File: src/rtl/serial_subtractor_if.sv
// Operand/result bundle for the bit-serial subtractor: start/ready request plus held result.
// The master drives the operands and start; the slave (the subtractor) drives status and result.
interface serial_subtractor_if #(
    parameter int WIDTH = 8
);
    logic             start;
    logic [WIDTH-1:0] a;
    logic [WIDTH-1:0] b;
    logic             borrow_in;
    logic             ready;
    logic             busy;
    logic             done;
    logic [WIDTH-1:0] diff;
    logic             borrow_out;

    modport master (
        output start, a, b, borrow_in,
        input  ready, busy, done, diff, borrow_out
    );

    modport slave (
        input  start, a, b, borrow_in,
        output ready, busy, done, diff, borrow_out
    );
endinterface

File: src/rtl/serial_subtractor.sv
// Bit-serial subtractor: diff = a - b - borrow_in, LSB first, one bit per clock.
// One full-subtractor cell plus a borrow flip-flop; result is held between operations.
module serial_subtractor #(
    parameter int WIDTH = 8
) (
    input  logic               clk,
    input  logic               rst,
    serial_subtractor_if.slave bus
);
    localparam int CW = $clog2(WIDTH + 1);

    typedef enum logic [1:0] {IDLE, RUN, DONE} state_t;

    state_t           state;
    state_t           state_nxt;
    logic [WIDTH-1:0] a_sr;
    logic [WIDTH-1:0] b_sr;
    logic [WIDTH-1:0] d_sr;
    logic [WIDTH-1:0] d_sr_nxt;
    logic [WIDTH-1:0] diff_r;
    logic             brw;
    logic             brw_nxt;
    logic             borrow_r;
    logic             d_bit;
    logic [CW-1:0]    cnt;
    logic             accept;
    logic             last;

    function automatic logic fs_diff(input logic x, input logic y, input logic bi);
        return x ^ y ^ bi;
    endfunction

    function automatic logic fs_borrow(input logic x, input logic y, input logic bi);
        return (~x & y) | (~(x ^ y) & bi);
    endfunction

    // start is honoured in IDLE and DONE alike, which gives back-to-back operation
    assign accept = bus.start && (state != RUN);
    assign last   = (cnt == CW'(WIDTH - 1));
    assign d_bit  = fs_diff(a_sr[0], b_sr[0], brw);
    assign brw_nxt = fs_borrow(a_sr[0], b_sr[0], brw);

    always_comb begin
        d_sr_nxt            = d_sr >> 1;
        d_sr_nxt[WIDTH-1]   = d_bit;
    end

    always_ff @(posedge clk) begin
        if (rst) begin
            state <= IDLE;
        end else begin
            state <= state_nxt;
        end
    end

    always_comb begin
        state_nxt = state;
        unique case (state)
            IDLE:    if (bus.start) state_nxt = RUN;
            RUN:     if (last) state_nxt = DONE;
            DONE:    state_nxt = bus.start ? RUN : IDLE;
            default: state_nxt = IDLE;
        endcase
    end

    always_ff @(posedge clk) begin
        if (rst) begin
            a_sr     <= '0;
            b_sr     <= '0;
            d_sr     <= '0;
            brw      <= 1'b0;
            cnt      <= '0;
            diff_r   <= '0;
            borrow_r <= 1'b0;
        end else if (accept) begin
            a_sr <= bus.a;
            b_sr <= bus.b;
            brw  <= bus.borrow_in;
            cnt  <= '0;
        end else if (state == RUN) begin
            a_sr <= a_sr >> 1;
            b_sr <= b_sr >> 1;
            d_sr <= d_sr_nxt;
            brw  <= brw_nxt;
            cnt  <= cnt + 1'b1;
            if (last) begin
                diff_r   <= d_sr_nxt;
                borrow_r <= brw_nxt;
            end
        end
    end

    assign bus.ready      = (state != RUN);
    assign bus.busy       = (state == RUN);
    assign bus.done       = (state == DONE);
    assign bus.diff       = diff_r;
    assign bus.borrow_out = borrow_r;
endmodule

File: src/flat_wrapper.sv
// flat-port wrapper written by rule: the top's interface ports become plain ports
module serial_subtractor_flat 
#(
    parameter int WIDTH = 8
)
  (clk, rst, bus_start, bus_a, bus_b, bus_borrow_in, bus_ready, bus_busy, bus_done, bus_diff, bus_borrow_out);
  serial_subtractor_if #(.WIDTH(WIDTH)) bus_i ();
  input  logic clk;
  input  logic rst;
  input wire logic [$bits(bus_i.start)-1:0] bus_start;
  input wire logic [$bits(bus_i.a)-1:0] bus_a;
  input wire logic [$bits(bus_i.b)-1:0] bus_b;
  input wire logic [$bits(bus_i.borrow_in)-1:0] bus_borrow_in;
  output wire logic [$bits(bus_i.ready)-1:0] bus_ready;
  output wire logic [$bits(bus_i.busy)-1:0] bus_busy;
  output wire logic [$bits(bus_i.done)-1:0] bus_done;
  output wire logic [$bits(bus_i.diff)-1:0] bus_diff;
  output wire logic [$bits(bus_i.borrow_out)-1:0] bus_borrow_out;
  assign bus_i.start = bus_start;
  assign bus_i.a = bus_a;
  assign bus_i.b = bus_b;
  assign bus_i.borrow_in = bus_borrow_in;
  assign bus_ready = bus_i.ready;
  assign bus_busy = bus_i.busy;
  assign bus_done = bus_i.done;
  assign bus_diff = bus_i.diff;
  assign bus_borrow_out = bus_i.borrow_out;
  serial_subtractor #(.WIDTH(WIDTH)) u_core (.clk(clk), .rst(rst), .bus(bus_i));
endmodule
File: config.mk
export PLATFORM = sky130hd
export DESIGN_NAME = serial_subtractor_flat
export DESIGN_NICKNAME = d
export VERILOG_FILES = /design/src/rtl/serial_subtractor_if.sv /design/src/rtl/serial_subtractor.sv /design/src/flat_wrapper.sv
export SDC_FILE = /design/constraint.sdc
export NUM_CORES = 1
export LEC_CHECK = 0
export BUFFER_PORTS_ARGS = -buffer_cell sky130_fd_sc_hd__buf_2
export CORE_ASPECT_RATIO = 1.4
export CORE_UTILIZATION = 50
export DETAILED_ROUTE_END_ITERATION = 7
export HOLD_SLACK_MARGIN = 0.02
export PLACE_DENSITY = 0.73
export SYNTH_ARGS = -nofsm -noshare
export SYNTH_HDL_FRONTEND = slang
export SYNTH_SLANG_ARGS = --single-unit
File: constraint.sdc
create_clock -name clk -period 1.7 [get_ports clk]
set_input_delay 0.17 -clock clk [delete_from_list [all_inputs] [get_ports clk]]
set_output_delay 0.17 -clock clk [all_outputs]
set_load 0.01 [all_outputs]
==> flow_summary.yaml <==
placed_design:
  dpl.hpwl_mm: 2.12
  port_buffers: 31
  gp_congestion: 0.701
sta:
  skew_ns: 0.00445
  period_needed_ns: 1.46
  hold_ws_ns: 0.176
  slew_headroom: 0.499
  max_freq_mhz: 684
  rsz0062_at_grt: "no"
  setup_violations: 0
  slew_viol_final: 0
  setup_tns_ns: 0
  fin_crit_sh: 0.860
  worst_pin_slew_ns: 0.751
  finalHoldViolCount: 0
logic_synthesis:
  syn-instance-count: 177
  netlist_area_sq_mm: 0.00169
  ys_ff_latch: 39
  synthDistinctLibCells: 29
  synth_fp_nets: 199
  syn_avg_cell_area_sq_um: 9.56
  ys_seq_area_frac: 0.462
  synth_warnings: 0
power:
  clock_power_share: 0.398
  total_power_mw: 1.98
  p_int_mw: 1.53
  powerDensity_mw_per_mm2: 1020
  power.share.sequential: 0.496
  p_leak_nw: 0.805
  switchingPower_mw: 0.458
  peakVddDrop_v: 0.00113
  swShare: 0.231
  combPwrFrac: 0.106
detailed_routing:
  via_count: 1323
  first_iter_violations: 44
  finalWirelength_mm: 3.12
  highest_layer: "met4"
  drc: 0
  met2_length_mm: 1.54
  wl_met1_mm: 1.39
  drtPass1Iterations: 4
  vias_per_cell: 5.44
  wl_met3_um: 139
  wl_per_cell_um: 12.8
  ant_nets: 0
final_layout:
  nets: 225
  layout-drive-gt1-share: 0.221
  syn_to_final_growth_pct: 15.3
  fillerInstances: 305
  insertedDiodeCount: 0
clocking:
  max-clock-path-buffers: 2
  post_cts_buffers: 0
  numClockSinks: 39
  clk-insertion-delay-late_ns: 0.29
  cts_buffers: 5
  cts.htree.levels: 2
  clkTransAtPathRegs_ns: 0.07
  cts_hold_buffers: 0
  root_buffer: "clkbuf_8"
  post_cts_resized: 0
  cts_tree: "built"
critical_path:
  crit_chain: "nor2b_4 -> buf_4 -> buf_2"
  cp-end-kind: "output port"
  worst-path-stages: 3
  reg2reg_slack_ns: 0.29
  critPathArrivalTime_ns: 1.29
  cp.required_ns: 1.53
  reg2regPathDepth: 4
  crit_type: "flip-flop to output port"
  cpPeakStageDelay_ns: 0.35
  critical_path_buf_inv_count: 2
  crit_fanout: 11
  cp_slowest_cell: "dfxtp_1"
  cp_top_family: "buffers and inverters"
  critPathLaunchType: "flip-flop"
die:
  num_rows: 24
  die_x_um: 51.2
  ioPinCount: 32
  die-area_sq_mm: 0.00362
  core_area_sq_mm: 0.00318
  initial_core_util: 0.531
  die_h_um: 70.8
global_routing:
  grt_remaining_overflow: 0
  grt_use_total: 0.192
  grt_start_max_net_pins: 49
  antenna_found_initial: 0
  grt_pass1_vias: 1235
  grt_pass1_wl_mm: 5.16
job:
  cap_violations: 0
hold_path:
  hold_path.class: "input pin to flip-flop"
  hold_path_depth: 3
run_status:
  status: "complete, no violations"
per-stage QoR:
stage	cells	area, sq um	worst slack (ns)	utilization
after global routing	243	1950	0.162	0.613
after detailed placement	235	1830	0.271	0.576
after CTS	243	1950	0.223	0.613
after global placement	235	1830	0.401	0.576
after floorplan	177	1690	0.483	-
final	243	1950	0.238	0.613
cells in the final DEF, fill, tap and decap left out:
cell type and count:
nor2_1 15, a21oi_1 11, o21ai_0 1, or3_1 1
nor2b_1 1, ha_1 1, nor3_1 3, inv_1 2
inv_4 1, nor2b_4 1, nand3_1 2, clkinv_2 1
fa_1 1, o211a_1 1, nand2_1 16, buf_4 2
bufinv_16 1, mux2i_1 24, nand2b_1 17, and2b_1 2
mux2_2 1, nor2_4 1, nand3b_1 4, a31oi_1 1
dfxtp_1 39, o41ai_1 1, clkbuf_8 6, buf_2 31
a211oi_1 16
kinds of logic (layout without fill, tap and decap cells):
group,Yosys count,in the layout,share of synthesized area
AOI/OAI and AO/OA,31,31,0.121
and+or+nand+nor,63,63,0.195
DFF,39,39,0.462
buffers and inverters,17,44,0.0540
muxes,25,25,0.149
adders and majority gates,2,2,0.0192
state kept, by name, summed over array words and instances (netlist names):
register               cells
u_core.a_sr                8
u_core.b_sr                8
u_core.brw                 1
u_core.bus.borrow_out      1
u_core.bus.diff            8
u_core.cnt                 4
u_core.d_sr                7
u_core.state               2
synth_stat cells:
library cell / n / area (sq um)
dfxtp_1: 39 / 781
mux2i_1: 24 / 240
nand2b_1: 17 / 106
a211oi_1: 16 / 120
nand2_1: 16 / 60.1
nor2_1: 15 / 56.3
a21oi_1: 11 / 55.1
clkbuf_1: 5 / 18.8
buf_2: 4 / 20.0
nand3b_1: 4 / 30.0
buf_4: 3 / 22.5
nor3_1: 3 / 15.0
and2b_1: 2 / 15.0
inv_1: 2 / 7.51
nand3_1: 2 / 10.0
a31oi_1: 1 / 6.26
buf_6: 1 / 11.3
clkbuf_2: 1 / 5.00
fa_1: 1 / 20.0
ha_1: 1 / 12.5
inv_4: 1 / 6.26
mux2_2: 1 / 11.3
nor2_4: 1 / 11.3
nor2b_1: 1 / 6.26
nor2b_4: 1 / 13.8
o211a_1: 1 / 10.0
o21ai_0: 1 / 5.00
o41ai_1: 1 / 8.76
or3_1: 1 / 6.26
path summary, 6_finish.rpt:
| kind | from | end |
|---|---|---|
| min | bus_a[7] | u_core.a_sr[7]$_SDFFE_PP0P_ |
| max reg2reg | u_core.cnt[0]$_SDFFE_PP0N_ | u_core.bus.diff[0]$_SDFFE_PP0P_ |
| min reg2reg | u_core.d_sr[1]$_SDFFE_PP0P_ | u_core.d_sr[1]$_SDFFE_PP0P_ |
| max | u_core.state[0]$_SDFFE_PP0P_ | bus_busy |
final cells by class:
class	count	area, sq um	share of cell area
flip-flops and latches	39	781	0.400
clock buffers	6	82.6	0.0423
inverters	3	13.8	0.00706
repair buffers	33	170	0.0872
clock inverters	2	35.0	0.0180
well taps	39	48.8	0.0250
multi-input cells	121	820	0.420
metal layers:
metal,track usage,up-vias
met1,0.207,625
met5,0,-
met3,0.0581,4
li1,-,657
met2,0.329,37
met4,0.102,0
worst min-delay path, stage by stage:
cell,delay [ns]
buf_2,0.07
mux2i_1,0.05
nor3_1,0.12
power groups by stage:
| stage | Clock [mW] | Combinational, mW | Sequential [mW] |
|---|---|---|---|
| global route | 0.849 | 0.230 | 0.990 |
| CTS | 0.814 | 0.211 | 0.985 |
| detailed placement | 0 | 0.210 | 1.01 |
| floorplan | 0 | 0.167 | 0.997 |
| global placement | 0 | 0.200 | 1.00 |
| finish | 0.790 | 0.210 | 0.985 |
No activity file was read; power rests on OpenSTA's default activity.
